**src/rtl/evu_pkg.sv**
```systemverilog
// evu_pkg: shared privilege encodings, e_info field layout and snapshot FSM states for the event counter
package evu_pkg;
  localparam logic [1:0] PRIV_M = 2'b01;
  localparam logic [1:0] PRIV_S = 2'b10;
  localparam logic [1:0] PRIV_U = 2'b11;
  localparam int PRIV_W = 2;
  localparam int ASID_LSB = 0;
  typedef enum logic {IDLE, SEND} snap_state_e;
  function automatic logic priv_ok(logic [2:0] mask, logic [PRIV_W-1:0] priv);
    return priv == PRIV_M ? mask[0] : priv == PRIV_S ? mask[1] : priv == PRIV_U ? mask[2] : 1'b0;
  endfunction
endpackage

```
**src/rtl/evu_cnt_slice.sv**
```systemverilog
// evu_cnt_slice: one event counter with clear priority, sticky threshold irq and sticky overflow
module evu_cnt_slice #(
  parameter int CNT_WIDTH = 32
) (
  input  logic                 clk_i,
  input  logic                 rst_i,
  input  logic                 hit_i,
  input  logic                 clr_i,
  input  logic [CNT_WIDTH-1:0] thresh_i,
  output logic [CNT_WIDTH-1:0] cnt_o,
  output logic [CNT_WIDTH-1:0] cnt_nxt_o,
  output logic                 irq_o,
  output logic                 ovf_o
);
  logic [CNT_WIDTH-1:0] inc;
  always_comb begin
    inc = cnt_o + CNT_WIDTH'(1);
    cnt_nxt_o = clr_i ? '0 : hit_i ? inc : cnt_o;
  end
  always_ff @(posedge clk_i) begin
    if (rst_i) begin
      cnt_o <= '0;
      irq_o <= 1'b0;
      ovf_o <= 1'b0;
    end else begin
      cnt_o <= cnt_nxt_o;
      irq_o <= !clr_i && (irq_o || (hit_i && |thresh_i && inc == thresh_i));
      ovf_o <= !clr_i && (ovf_o || (hit_i && &cnt_o));
    end
  end
endmodule

```
**src/rtl/evu_event_counter.sv**
```systemverilog
// evu_event_counter: filters SPU event lines, counts them per line and streams counter snapshots
module evu_event_counter
  import evu_pkg::*;
#(
  parameter int   NUM_EVENTS = 4,
  parameter int   CNT_WIDTH  = 32,
  parameter int   ASID_WIDTH = 16,
  parameter logic SRC_ID     = 1'b0
) (
  input  logic                            clk_i,
  input  logic                            rst_i,
  input  logic [NUM_EVENTS-1:0]           e_id_i,
  input  logic [ASID_WIDTH+1:0]           e_info_i,
  input  logic                            s_id_i,
  input  logic [NUM_EVENTS-1:0]           cfg_en_i,
  input  logic [2:0]                      cfg_priv_mask_i,
  input  logic                            cfg_asid_en_i,
  input  logic [ASID_WIDTH-1:0]           cfg_asid_i,
  input  logic [NUM_EVENTS*CNT_WIDTH-1:0] cfg_thresh_i,
  input  logic [NUM_EVENTS-1:0]           clr_i,
  input  logic                            snap_req_i,
  output logic                            snap_busy_o,
  output logic                            snap_valid_o,
  input  logic                            snap_ready_i,
  output logic [$clog2(NUM_EVENTS)-1:0]   snap_idx_o,
  output logic [CNT_WIDTH-1:0]            snap_data_o,
  output logic                            snap_last_o,
  output logic [NUM_EVENTS*CNT_WIDTH-1:0] count_o,
  output logic [NUM_EVENTS-1:0]           irq_o,
  output logic [NUM_EVENTS-1:0]           ovf_o
);
  localparam int IW = $clog2(NUM_EVENTS);
  logic [PRIV_W-1:0] priv;
  logic [ASID_WIDTH-1:0] asid;
  logic [NUM_EVENTS-1:0] hit, hit_q;
  logic [NUM_EVENTS-1:0][CNT_WIDTH-1:0] cnt, cnt_nxt, snap_buf;
  snap_state_e state;
  always_comb begin
    priv = e_info_i[ASID_LSB+ASID_WIDTH +: PRIV_W];
    asid = e_info_i[ASID_LSB +: ASID_WIDTH];
    hit = e_id_i & cfg_en_i & ~clr_i & {NUM_EVENTS{s_id_i == SRC_ID && priv_ok(cfg_priv_mask_i, priv)
          && (!cfg_asid_en_i || asid == cfg_asid_i)}};
  end
  always_ff @(posedge clk_i) hit_q <= rst_i ? '0 : hit;
  for (genvar g = 0; g < NUM_EVENTS; g++) begin : g_slice
    evu_cnt_slice #(.CNT_WIDTH(CNT_WIDTH)) u_slice (
      .clk_i    (clk_i),
      .rst_i    (rst_i),
      .hit_i    (hit_q[g]),
      .clr_i    (clr_i[g]),
      .thresh_i (cfg_thresh_i[g*CNT_WIDTH +: CNT_WIDTH]),
      .cnt_o    (cnt[g]),
      .cnt_nxt_o(cnt_nxt[g]),
      .irq_o    (irq_o[g]),
      .ovf_o    (ovf_o[g])
    );
  end
  assign count_o = cnt;
  assign snap_data_o = snap_buf[snap_idx_o];
  always_ff @(posedge clk_i) begin
    if (rst_i) begin
      state <= IDLE;
      snap_buf <= '0;
      snap_idx_o <= '0;
      snap_valid_o <= 1'b0;
      snap_busy_o <= 1'b0;
      snap_last_o <= 1'b0;
    end else if (state == IDLE) begin
      if (snap_req_i) begin
        state <= SEND;
        snap_buf <= cnt_nxt;
        snap_idx_o <= '0;
        snap_valid_o <= 1'b1;
        snap_busy_o <= 1'b1;
        snap_last_o <= NUM_EVENTS == 1;
      end
    end else if (snap_ready_i) begin
      if (snap_last_o) begin
        state <= IDLE;
        snap_valid_o <= 1'b0;
        snap_busy_o <= 1'b0;
        snap_last_o <= 1'b0;
      end else begin
        snap_idx_o <= snap_idx_o + IW'(1);
        snap_last_o <= snap_idx_o + IW'(1) == IW'(NUM_EVENTS - 1);
      end
    end
  end
endmodule
```
**config.mk**
```make
export PLATFORM = sky130hd
export DESIGN_NAME = evu_event_counter
export DESIGN_NICKNAME = d
export VERILOG_FILES = /design/src/rtl/evu_pkg.sv /design/src/rtl/evu_cnt_slice.sv /design/src/rtl/evu_event_counter.sv
export SDC_FILE = /design/constraint.sdc
export NUM_CORES = 1
export LEC_CHECK = 0
export CAP_MARGIN = 20
export CORE_UTILIZATION = 55
export CTS_CLUSTER_DIAMETER = 30
export CTS_CLUSTER_SIZE = 10
export DETAILED_ROUTE_END_ITERATION = 6
export PLACE_DENSITY = 0.85
export SLEW_MARGIN = 10
export SYNTH_ARGS = -nofsm -noshare
export SYNTH_HDL_FRONTEND = slang
export SYNTH_HIERARCHICAL = 1
export SYNTH_SLANG_ARGS = --single-unit
export TNS_END_PERCENT = 1
```
**constraint.sdc**
```tcl
create_clock -name clk_i -period 4.78 [get_ports clk_i]
set_clock_uncertainty 0.15 [all_clocks]
set_input_delay 0.717 -clock clk_i [delete_from_list [all_inputs] [get_ports clk_i]]
set_output_delay 0.717 -clock clk_i [all_outputs]
set_load 0.02 [all_outputs]
```
==> results of run 1 <==
cells in the final DEF, fill, tap and decap left out, types with 8 or more instances in the layout:
cell,count
a211oi_1,8
a21oi_1,151
a31o_2,8
a31oi_1,12
and2_1,8
and3_1,36
and4_1,44
buf_4,13
bufinv_16,8
clkbuf_16,55
clkdlybuf4s50_1,350
clkinvlp_4,8
dfxtp_1,272
inv_6,11
mux2i_1,15
mux4_2,32
nand2_1,364
nand2b_1,8
nand3_1,66
nand4_1,120
nor2_1,184
nor3_1,160
nor4_1,68
nor4_2,16
o211ai_1,20
o21ai_0,13
o22ai_1,12
or3_1,8
or4_1,12
xnor2_1,160
xor2_1,148
state kept, by name (all words and copies together) (netlist names):
signal and cells:
g_slice.u_slice/ovf_o 4, g_slice.u_slice/irq_o 4, g_slice.u_slice/cnt_o 128, snap_last_o 1
snap_valid_o 1, state 1, snap_buf 128, hit_q 4
snap_idx_o 2
area by class of cell:
type / count / area (um2)
clock buffers: 62 / 1440
inverters: 1 / 3.75
flip-flops and latches: 273 / 5470
clock inverters: 37 / 493
multi-input cells: 1758 / 11000
repair buffers: 370 / 3670
well taps: 396 / 495
fillers: 2347 / 8170
routing by layer:
layer	global-route usage [%]	vias up	share of wire [%]
met1	50.3	8686	40
li1	-	8394	-
met2	61.3	1109	45
met3	7.25	179	9.9
met4	20.6	0	5.4
met5	0	-	0
metrics by stage:
stage / hold WS, ps / utilization (%) / cells
global placement: 279 / 67.1 / 2797
detailed placement: 283 / 67.1 / 2797
global route: 304 / 73.4 / 2897
finish: 289 / 73.4 / 2897
CTS: 289 / 73.4 / 2896
floorplan: 283 / - / 2217
critical path: stages, from the launching register on:
cell and delay, ps:
dfxtp_2 820, buf_4 390, mux4_2 540, clkdlybuf4s50_1 570
cells by family after synthesis:
family                   count (synthesis)  share of synthesized area, %
flip-flops                             273                          31.6
AO/OA/AOI/OAI                          254                          8.66
adder cells (fa/ha/maj)                  5                         0.362
multiplexers                            47                          5.04
buffers and inverters                  186                          4.82
AND/OR/NAND/NOR                       1144                          33.9
XOR/XNOR                               308                          15.6
power groups by stage:
stage	logic (uW)	clock network [uW]	registers, uW
after detailed placement	475	0	2340
after floorplan	241	0	2330
after global placement	469	0	2340
after global routing	520	4120	2290
after CTS	480	4000	2290
final	490	3980	2290
worst paths after layout:
check | cells past startpoint | slack, ps | to
worst max register to register | 8 | 1530 | g_slice[1].u_slice/irq_o
worst min register to register | 2 | 290 | g_slice[0].u_slice/irq_o
worst min-delay path | 2 | 290 | g_slice[0].u_slice/irq_o
worst max-delay path | 3 | 1030 | snap_data_o[20]
==> impl_metrics.json, run 1 <==
{
  "status": "finished, violations left",
  "violations": "design-rule violations",
  "synthTopCellsByCount": "nand2_1 (364), dfxtp_1 (273), nor2_1 (184), nor3_1 (160), xnor2_1 (160)",
  "clk_latency_ps": 580,
  "sequentialPowerShare_pct": 33.9,
  "fin_nets": 2647,
  "ir_worst_vdd_mv": 0.295,
  "timing.final.ws_setup_ps": 1030,
  "synth_edf_count": 0,
  "cts-resized-gates": 0,
  "io_buffers": 355,
  "clock_path_buffers": 3,
  "drc": 59,
  "synth.distinct_cells": 52,
  "synthesis.area_um2": 17300,
  "grt_pass1_wl_um": 97200,
  "wl_per_cell_um": 22.1,
  "die_x_um": 179,
  "finalSetupViolations": 0,
  "gp_congestion": 0.970,
  "drtIter0Drc": 2216,
  "totalWireLength_um": 64100,
  "worstSetupStartpointType": "flop",
  "rows": 64,
  "p_comb_share_pct": 7.3,
  "grt_max_degree": 145,
  "internal_power_uw": 5130,
  "fmax_ghz": 0.267,
  "n_antenna_cell": 0,
  "p_clk_share_pct": 58.8,
  "grt_pass1_vias": 17376,
  "areaGrowthSynthToFinish_pct": 30.6,
  "power.density_nw_per_um2": 299,
  "hold_class": "flop to flop",
  "p_sw_uw": 1620,
  "crit_fanout": 23,
  "synth.most_common_cell": "nand2_1",
  "worstPathRequired_ps": 3910,
  "total_power_uw": 6760,
  "swShare_pct": 24.0,
  "postSynth.asyncResetShare_pct": 0,
  "hold_buffers": 0,
  "synth.area.top_cells": "dfxtp_1 (32%), xnor2_1 (8.1%), nand2_1 (7.9%), xor2_1 (7.5%), nor3_1 (4.6%)",
  "rsz0062_at_grt": "false",
  "yosysTopAreaCellShare_pct": 31.6,
  "clk_pin_slew_worst_paths_ps": 50,
  "hold_viol_final": 0,
  "post_synth.cell_area_avg_um2": 7.80,
  "floorplan.die_area_um2": 32100,
  "period_share_pct": 78.5,
  "slew-limit-headroom_pct": 29.7,
  "max_slew.worst_pin.slew_ps": 1050,
  "synth_nets": 2405,
  "cts-root-buf": "clkbuf_16",
  "clock_sinks": 273,
  "p_leak_uw": 0.00725,
  "max_cap_violations": 0,
  "ys_seq_area_share_pct": 31.6,
  "synth_top_flop_cell": "dfxtp_1",
  "layout-drive-gt1-share_pct": 7.80,
  "crit_start": "snap_idx_o[1]",
  "cp-end-kind": "output pin",
  "ant_nets": 0,
  "cts_tree": "yes",
  "setup_tns_ps": 0,
  "post_cts_buffers": 0,
  "routed-via-count": 18368,
  "min_period_ps": 3750,
  "worstPathArrival_ps": 2880,
  "place_hpwl_um": 45900,
  "worstHoldStart": "g_slice[0].u_slice/irq_o",
  "synth_seq_cells": 273,
  "numCtsBuffers": 55,
  "start_util_pct": 56.2,
  "drv_slew": 0,
  "grt_usage_pct": 38.9,
  "reg2reg_from": "g_slice[1].u_slice/cnt_o[0]",
  "cts_htree_levels": 2,
  "place_area_um2": 20600,
  "firstDrtPassIters": 7,
  "antenna_found_initial": 0,
  "synth_top_area_cell": "dfxtp_1",
  "synth_cells": 2217,
  "overflow": 0,
  "path_class": "flop to output pin",
  "io-pin-count": 356,
  "stdcell_area_um2": 22600,
  "core_region_area_um2": 30700,
  "place_ws_ps": 1570,
  "via_per_inst": 6.34,
  "yosysWarnings": 6,
  "die_height_um": 179
}
Power figures use the tool's default switching activity.
==> inputs of run 2 (changes only) <==
--- a/config.mk
+++ b/config.mk
@@ -6,11 +6,11 @@
 export NUM_CORES = 1
 export LEC_CHECK = 0
 export CAP_MARGIN = 20
-export CORE_UTILIZATION = 55
+export CORE_UTILIZATION = 53
 export CTS_CLUSTER_DIAMETER = 30
 export CTS_CLUSTER_SIZE = 10
 export DETAILED_ROUTE_END_ITERATION = 6
-export PLACE_DENSITY = 0.85
+export PLACE_DENSITY = 0.82
 export SLEW_MARGIN = 10
 export SYNTH_ARGS = -nofsm -noshare
 export SYNTH_HDL_FRONTEND = slang
==> constraint.sdc (replaced) <==
create_clock -name clk_i -period 3.7 [get_ports clk_i]
set_clock_uncertainty 0.15 [all_clocks]
set_input_delay 0.555 -clock clk_i [delete_from_list [all_inputs] [get_ports clk_i]]
set_output_delay 0.555 -clock clk_i [all_outputs]
set_load 0.02 [all_outputs]
==> run 2 against run 1 <==
- the run now ends clean
- design area up 1.6%
- setup slack got worse by 510 ps
- hold slack worse by 110 ps
- first-iteration DRC count fell by 22%
- wire length about the same
- non-clock buffer count up 39
- combinational power is 29% higher
- sequential share of layout area fell by 0.39 points
- sequential cell count unchanged
- die area grew 3.7%
- critical endpoint is now snap_data_o[11]
- largest power group unchanged
- highest routed layer unchanged
==> impl_metrics.json, run 2 (same netlist as run 1, synthesis figures left out) <==
{
  "place_hpwl_um": 46700,
  "r2r-end": "g_slice[3].u_slice/irq_o",
  "drtIter0Drc": 1728,
  "worstPathArrival_ps": 2480,
  "clock_sinks": 273,
  "mostFrequentLayoutCell": "nand2_1",
  "clock_path_buffers": 3,
  "ff2ff_setup_slack_ps": 540,
  "n_antenna_cell": 0,
  "worstPathRequired_ps": 2990,
  "clk_pin_slew_worst_paths_ps": 50,
  "via_per_inst": 6.15,
  "timing.final.ws_setup_ps": 516,
  "io-pin-count": 356,
  "post-route-util_pct": 72.2,
  "core_region_area_um2": 31800,
  "post_cts_buffers": 0,
  "drv_slew": 0,
  "rr_worst_depth": 8,
  "gp_congestion": 0.989,
  "cp_cell_sequence": "buf_4 > mux4_2 > clkdlybuf4s50_1",
  "grt_pass1_wl_um": 99700,
  "rows": 65,
  "numCtsBuffers": 56,
  "antenna_found_initial": 0,
  "status": "finished clean",
  "fin_nets": 2687,
  "slew-limit-headroom_pct": 38.6,
  "wl_per_cell_um": 21.5,
  "fin_cells": 2980,
  "layout-drive-gt1-share_pct": 9.35,
  "holdPathStages": 3,
  "floorplan.die_area_um2": 33300,
  "max_cap_violations": 0,
  "setup_tns_ps": 0,
  "fillers": 2406,
  "die_height_um": 183,
  "slowest_delay_ps": 610,
  "place_ws_ps": 603,
  "endpoint": "snap_data_o[11]",
  "firstDrtPassIters": 7,
  "io_buffers": 355,
  "grt_usage_pct": 37.9,
  "areaGrowthSynthToFinish_pct": 32.7,
  "power.density_nw_per_um2": 381,
  "period_share_pct": 86.1,
  "cts-root-buf": "clkbuf_16",
  "crit_start": "snap_idx_o[1]",
  "grt_max_degree": 114,
  "drc": 0,
  "start_util_pct": 54.4,
  "min_period_ps": 3180,
  "p_leak_uw": 0.00747,
  "finalSetupViolations": 0,
  "rsz0062_at_grt": "false",
  "reg2reg_from": "g_slice[3].u_slice/cnt_o[0]",
  "hold_class": "input port to flop",
  "reg_top3": "g_slice.u_slice/cnt_o (128), snap_buf (128)",
  "total_power_uw": 8750,
  "dp.cells": 2876,
  "path_class": "flop to output pin",
  "grt_pass1_vias": 17696,
  "cts-resized-gates": 0,
  "cpMaxStageDelayCell": "mux4_2",
  "max_slew.worst_pin.slew_ps": 922,
  "cp-end-kind": "output pin",
  "totalWireLength_um": 64100,
  "ant_nets": 0,
  "worstSetupStartpointType": "flop",
  "die_x_um": 183,
  "crit_fanout": 19,
  "cts_htree_levels": 2,
  "clk_latency_ps": 580,
  "fmax_ghz": 0.314,
  "mostFrequentLayoutCells": "nand2_1 (364), clkdlybuf4s50_1 (350), dfxtp_1 (272)",
  "ir_worst_vdd_mv": 0.304,
  "routed-via-count": 18339,
  "hold_buffers": 0,
  "overflow": 0,
  "cts_tree": "yes",
  "hold_viol_final": 0
}
[run 2: cell count changes in the layout (fill, tap and decap cells not counted), sizes merged]
cell    previous run  this run
buf               20        59
bufinv             8         7
clkbuf            62        63
clkinv             9        10
inv               13        17
[run 2: critical path: cells and delay by family (launching register included)]
kind	cells	cell delay [ps]
buffers and inverters	2	940
flip-flops	1	340
multiplexers	1	610
[run 2: routing by layer]
metal / vias to the layer above / share of wire (%) / global-route usage [%]
met5: - / 0 / 0
met4: 0 / 3.8 / 15.9
met3: 142 / 8.1 / 6.81
met2: 978 / 47 / 63.3
met1: 8746 / 41 / 47.9
li1: 8473 / - / -
[run 2: cell type report]
class / count / area [um2] / area share [%]
multi-input combinational: 1758 / 11000 / 48.0
sequential: 273 / 5470 / 23.8
clock inverter: 41 / 492 / 2.14
timing repair buffer: 409 / 3980 / 17.3
tap: 435 / 544 / 2.37
inverter: 1 / 3.75 / 0.0164
clock buffer: 63 / 1460 / 6.35
[run 2: worst min path at each step]
stage,from,slack (ps),endpoint
after floorplan,snap_buf[32],280,snap_buf[32]
after global placement,g_slice[3].u_slice/irq_o,280,g_slice[3].u_slice/irq_o
after detailed placement,g_slice[1].u_slice/irq_o,290,g_slice[1].u_slice/irq_o
after CTS,clr_i[1],160,g_slice[1].u_slice/ovf_o
after global routing,clr_i[1],170,g_slice[1].u_slice/ovf_o
final,clr_i[1],180,g_slice[1].u_slice/ovf_o
[run 2: power by group]
group          total [uW]  internal (uW)  switching, uW
logic                 634            299            335
registers            2950           2950           4.79
clock network        5170           3370           1800
total                8750           6620           2140
[run 2: per-stage QoR]
| step | hold slack [ps] | area [um2] |
|---|---|---|
| 2_1_floorplan | 283 | 17300 |
| 3_3_place_gp | 284 | 21000 |
| 3_5_place_dp | 288 | 21000 |
| 4_1_cts | 156 | 22900 |
| 5_1_grt | 165 | 22900 |
| 6_report | 178 | 22900 |
==> inputs of run 3 (changes only) <==
--- a/config.mk
+++ b/config.mk
@@ -6,7 +6,7 @@
 export NUM_CORES = 1
 export LEC_CHECK = 0
 export CAP_MARGIN = 20
-export CORE_UTILIZATION = 53
+export CORE_UTILIZATION = 52
 export CTS_CLUSTER_DIAMETER = 30
 export CTS_CLUSTER_SIZE = 10
 export DETAILED_ROUTE_END_ITERATION = 6
@@ -14,6 +14,5 @@
 export SLEW_MARGIN = 10
 export SYNTH_ARGS = -nofsm -noshare
 export SYNTH_HDL_FRONTEND = slang
-export SYNTH_HIERARCHICAL = 1
 export SYNTH_SLANG_ARGS = --single-unit
 export TNS_END_PERCENT = 1
==> run 3 against run 2 <==
- the run now ends with design-rule violations left
- largest power group unchanged
- clock-buffer cell count grew 1
- largest cell class unchanged
- design area shrank 4.3%
- clock power shrank 1%
- sequential cell count is the same
- synthesized area shrank 5.7%
- global-route usage shrank 2.3 points
- synthesized cell count shrank 9.6%
- core utilization shrank 0.77 points
- first-iteration DRC count shrank 3.0%
- final cell count shrank 8.3%
- critical path depth is the same
==> impl_metrics.json, run 3 <==
{
  "grt_pass1_wl_um": 88900,
  "yosysWarnings": 0,
  "drv_slew": 0,
  "ant_nets": 0,
  "numCtsBuffers": 54,
  "synth-xor-area-share_pct": 17.4,
  "ir_worst_vdd_mv": 0.321,
  "synthesis.area_um2": 16300,
  "place_hpwl_um": 42700,
  "io_buffers": 355,
  "worstHoldStart": "rst_i",
  "setup_tns_ps": 0,
  "start_util_pct": 53.0,
  "via_per_inst": 6.10,
  "mostFrequentLayoutCell": "clkdlybuf4s50_1",
  "synth_top_family_by_area": "simple AND/OR/NAND/NOR gates",
  "p_leak_uw": 0.00731,
  "post_synth.cell_area_avg_um2": 8.14,
  "postSynth.asyncResetShare_pct": 0,
  "reg2reg_from": "g_slice[2].u_slice.cnt_o[2]",
  "crit_fanout": 20,
  "p_sw_uw": 2050,
  "cts_tree": "yes",
  "max_cap_violations": 0,
  "seq_area_um2": 5470,
  "synth_seq_cells": 273,
  "yosysTopAreaCellShare_pct": 33.5,
  "grt_usage_pct": 35.5,
  "ff2ff_setup_slack_ps": 550,
  "synth_adder_area_share_pct": 0.384,
  "hold_viol_final": 0,
  "totalWireLength_um": 58000,
  "worstSetupStartpointType": "flop",
  "clk_latency_ps": 560,
  "rr_worst_depth": 7,
  "p_comb_share_pct": 7.2,
  "grt_max_degree": 70,
  "fmax_ghz": 0.304,
  "synth_compound_area_share_pct": 8.86,
  "clock_sinks": 273,
  "clk_pin_slew_worst_paths_ps": 50,
  "io-pin-count": 356,
  "cp-end-kind": "output pin",
  "cts-resized-gates": 0,
  "hold_class": "input port to flop",
  "synthTopCellsByCount": "dfxtp_1 (273), nor2_1 (197), nor3_1 (197), xor2_1 (175), xnor2_1 (149)",
  "status": "finished, violations left",
  "routed-via-count": 16663,
  "holdPathStages": 2,
  "multi_input_area_um2": 10100,
  "sequentialPowerShare_pct": 34.0,
  "max_slew.worst_pin.slew_ps": 725,
  "synth.distinct_cells": 78,
  "floorplan.die_area_um2": 32100,
  "drtIter0Drc": 1677,
  "areaGrowthSynthToFinish_pct": 34.6,
  "cts_htree_levels": 2,
  "violations": "design-rule violations",
  "hold_buffers": 0,
  "clock_path_buffers": 3,
  "power.density_nw_per_um2": 395,
  "slew-limit-headroom_pct": 51.3,
  "fin_nets": 2479,
  "internal_power_uw": 6630,
  "total_power_uw": 8680,
  "post-route-util_pct": 71.4,
  "overflow": 0,
  "firstDrtPassIters": 7,
  "core_region_area_um2": 30700,
  "synth_top_area_cell": "dfxtp_1",
  "finalSetupViolations": 0,
  "timing.final.ws_setup_ps": 406,
  "cts-root-buf": "clkbuf_16",
  "layout-drive-gt1-share_pct": 8.69,
  "hold_end": "snap_buf[118]",
  "r2r-end": "g_slice[2].u_slice.irq_o",
  "synth_edf_count": 0,
  "synthSimpleGateAreaFrac_pct": 30.5,
  "min_period_ps": 3290,
  "swShare_pct": 23.6,
  "post_cts_buffers": 0,
  "rsz0062_at_grt": "false",
  "ys_seq_area_share_pct": 33.5,
  "period_share_pct": 89.0,
  "fillers": 2406,
  "worstPathArrival_ps": 2590,
  "reg_top3": "g_slice.u_slice.cnt_o (128), snap_buf (128)",
  "synth.most_common_cell": "dfxtp_1",
  "worstPathRequired_ps": 2990,
  "antenna_found_initial": 3,
  "grt_pass1_vias": 15920,
  "place_ws_ps": 661,
  "wl_per_cell_um": 21.2,
  "die_height_um": 179,
  "synth_nets": 2192,
  "synth_cells": 2004,
  "synth_top_flop_cell": "dfxtp_1",
  "die_x_um": 179,
  "synthMuxAreaShare_pct": 4.86,
  "path_class": "flop to output pin",
  "gp_congestion": 0.950,
  "mostFrequentLayoutCells": "clkdlybuf4s50_1 (352), dfxtp_1 (272), nor2_1 (197), nor3_1 (197), xor2_1 (175)",
  "drc": 42,
  "p_clk_share_pct": 58.7,
  "rows": 64,
  "synth.area.top_cells": "dfxtp_1 (34%), xor2_1 (9.4%), xnor2_1 (8.0%), nor3_1 (6.0%), nor2_1 (4.5%)"
}
-- run 3: worst max path at each step --
stage | from | end | slack, ps | depth (start not counted)
after floorplan | g_slice[0].u_slice.cnt_o[11] | g_slice[0].u_slice.irq_o | 890 | 8
after global placement | g_slice[0].u_slice.cnt_o[3] | g_slice[0].u_slice.irq_o | 700 | 7
after detailed placement | g_slice[2].u_slice.cnt_o[2] | g_slice[2].u_slice.irq_o | 660 | 7
after CTS | snap_idx_o[0] | snap_data_o[4] | 410 | 3
after global routing | g_slice[2].u_slice.cnt_o[2] | g_slice[2].u_slice.irq_o | 350 | 7
final | snap_idx_o[0] | snap_data_o[15] | 410 | 3
-- run 3: worst max-delay path: stages, from the launching register on --
cell,delay (ps)
dfxtp_2,600
buf_12,260
mux4_2,590
clkdlybuf4s50_1,570
-- run 3: kinds of logic (layout without fill, tap and decap cells) --
| group | after synthesis | after routing |
|---|---|---|
| xor gates and xnor gates | 324 | 324 |
| other | 0 | 1 |
| buffers and inverters | 180 | 511 |
| and+or+nand+nor | 943 | 943 |
| muxes | 39 | 39 |
| adders and majority gates | 5 | 5 |
| AOI/OAI and AO/OA | 240 | 240 |
| DFF | 273 | 273 |
-- run 3: layout make-up --
cell class / count / share of cell area [%]
Tap cell: 396 / 2.26
Sequential cell: 273 / 24.9
Clock buffer: 64 / 6.56
Timing Repair Buffer: 395 / 17.7
Antenna cell: 1 / 0.0114
Multi-Input combinational cell: 1551 / 46.1
Inverter: 16 / 0.274
Clock inverter: 36 / 2.19
-- run 3: layer usage --
metal | routed length [um] | global-route usage (%)
met2 | 27300 | 58.8
met5 | 0 | 0
met3 | 4880 | 5.45
met1 | 24100 | 47.3
met4 | 1680 | 11.4
-- run 3: power by group through the flow --
stage               registers, uW  logic, uW  clock network (uW)
finish                       2950        628                5100
global route                 2950        669                5280
CTS                          2950        622                5130
detailed placement           3010        617                   0
global placement             3010        609                   0
floorplan                    3010        294                   0
-- run 3: metrics by stage --
stage	hold slack [ps]	cells	instance area, um2
2_1_floorplan	276	2004	16300
3_3_place_gp	289	2631	20000
3_5_place_dp	292	2631	20000
4_1_cts	149	2731	21900
5_1_grt	161	2732	22000
6_report	165	2732	22000
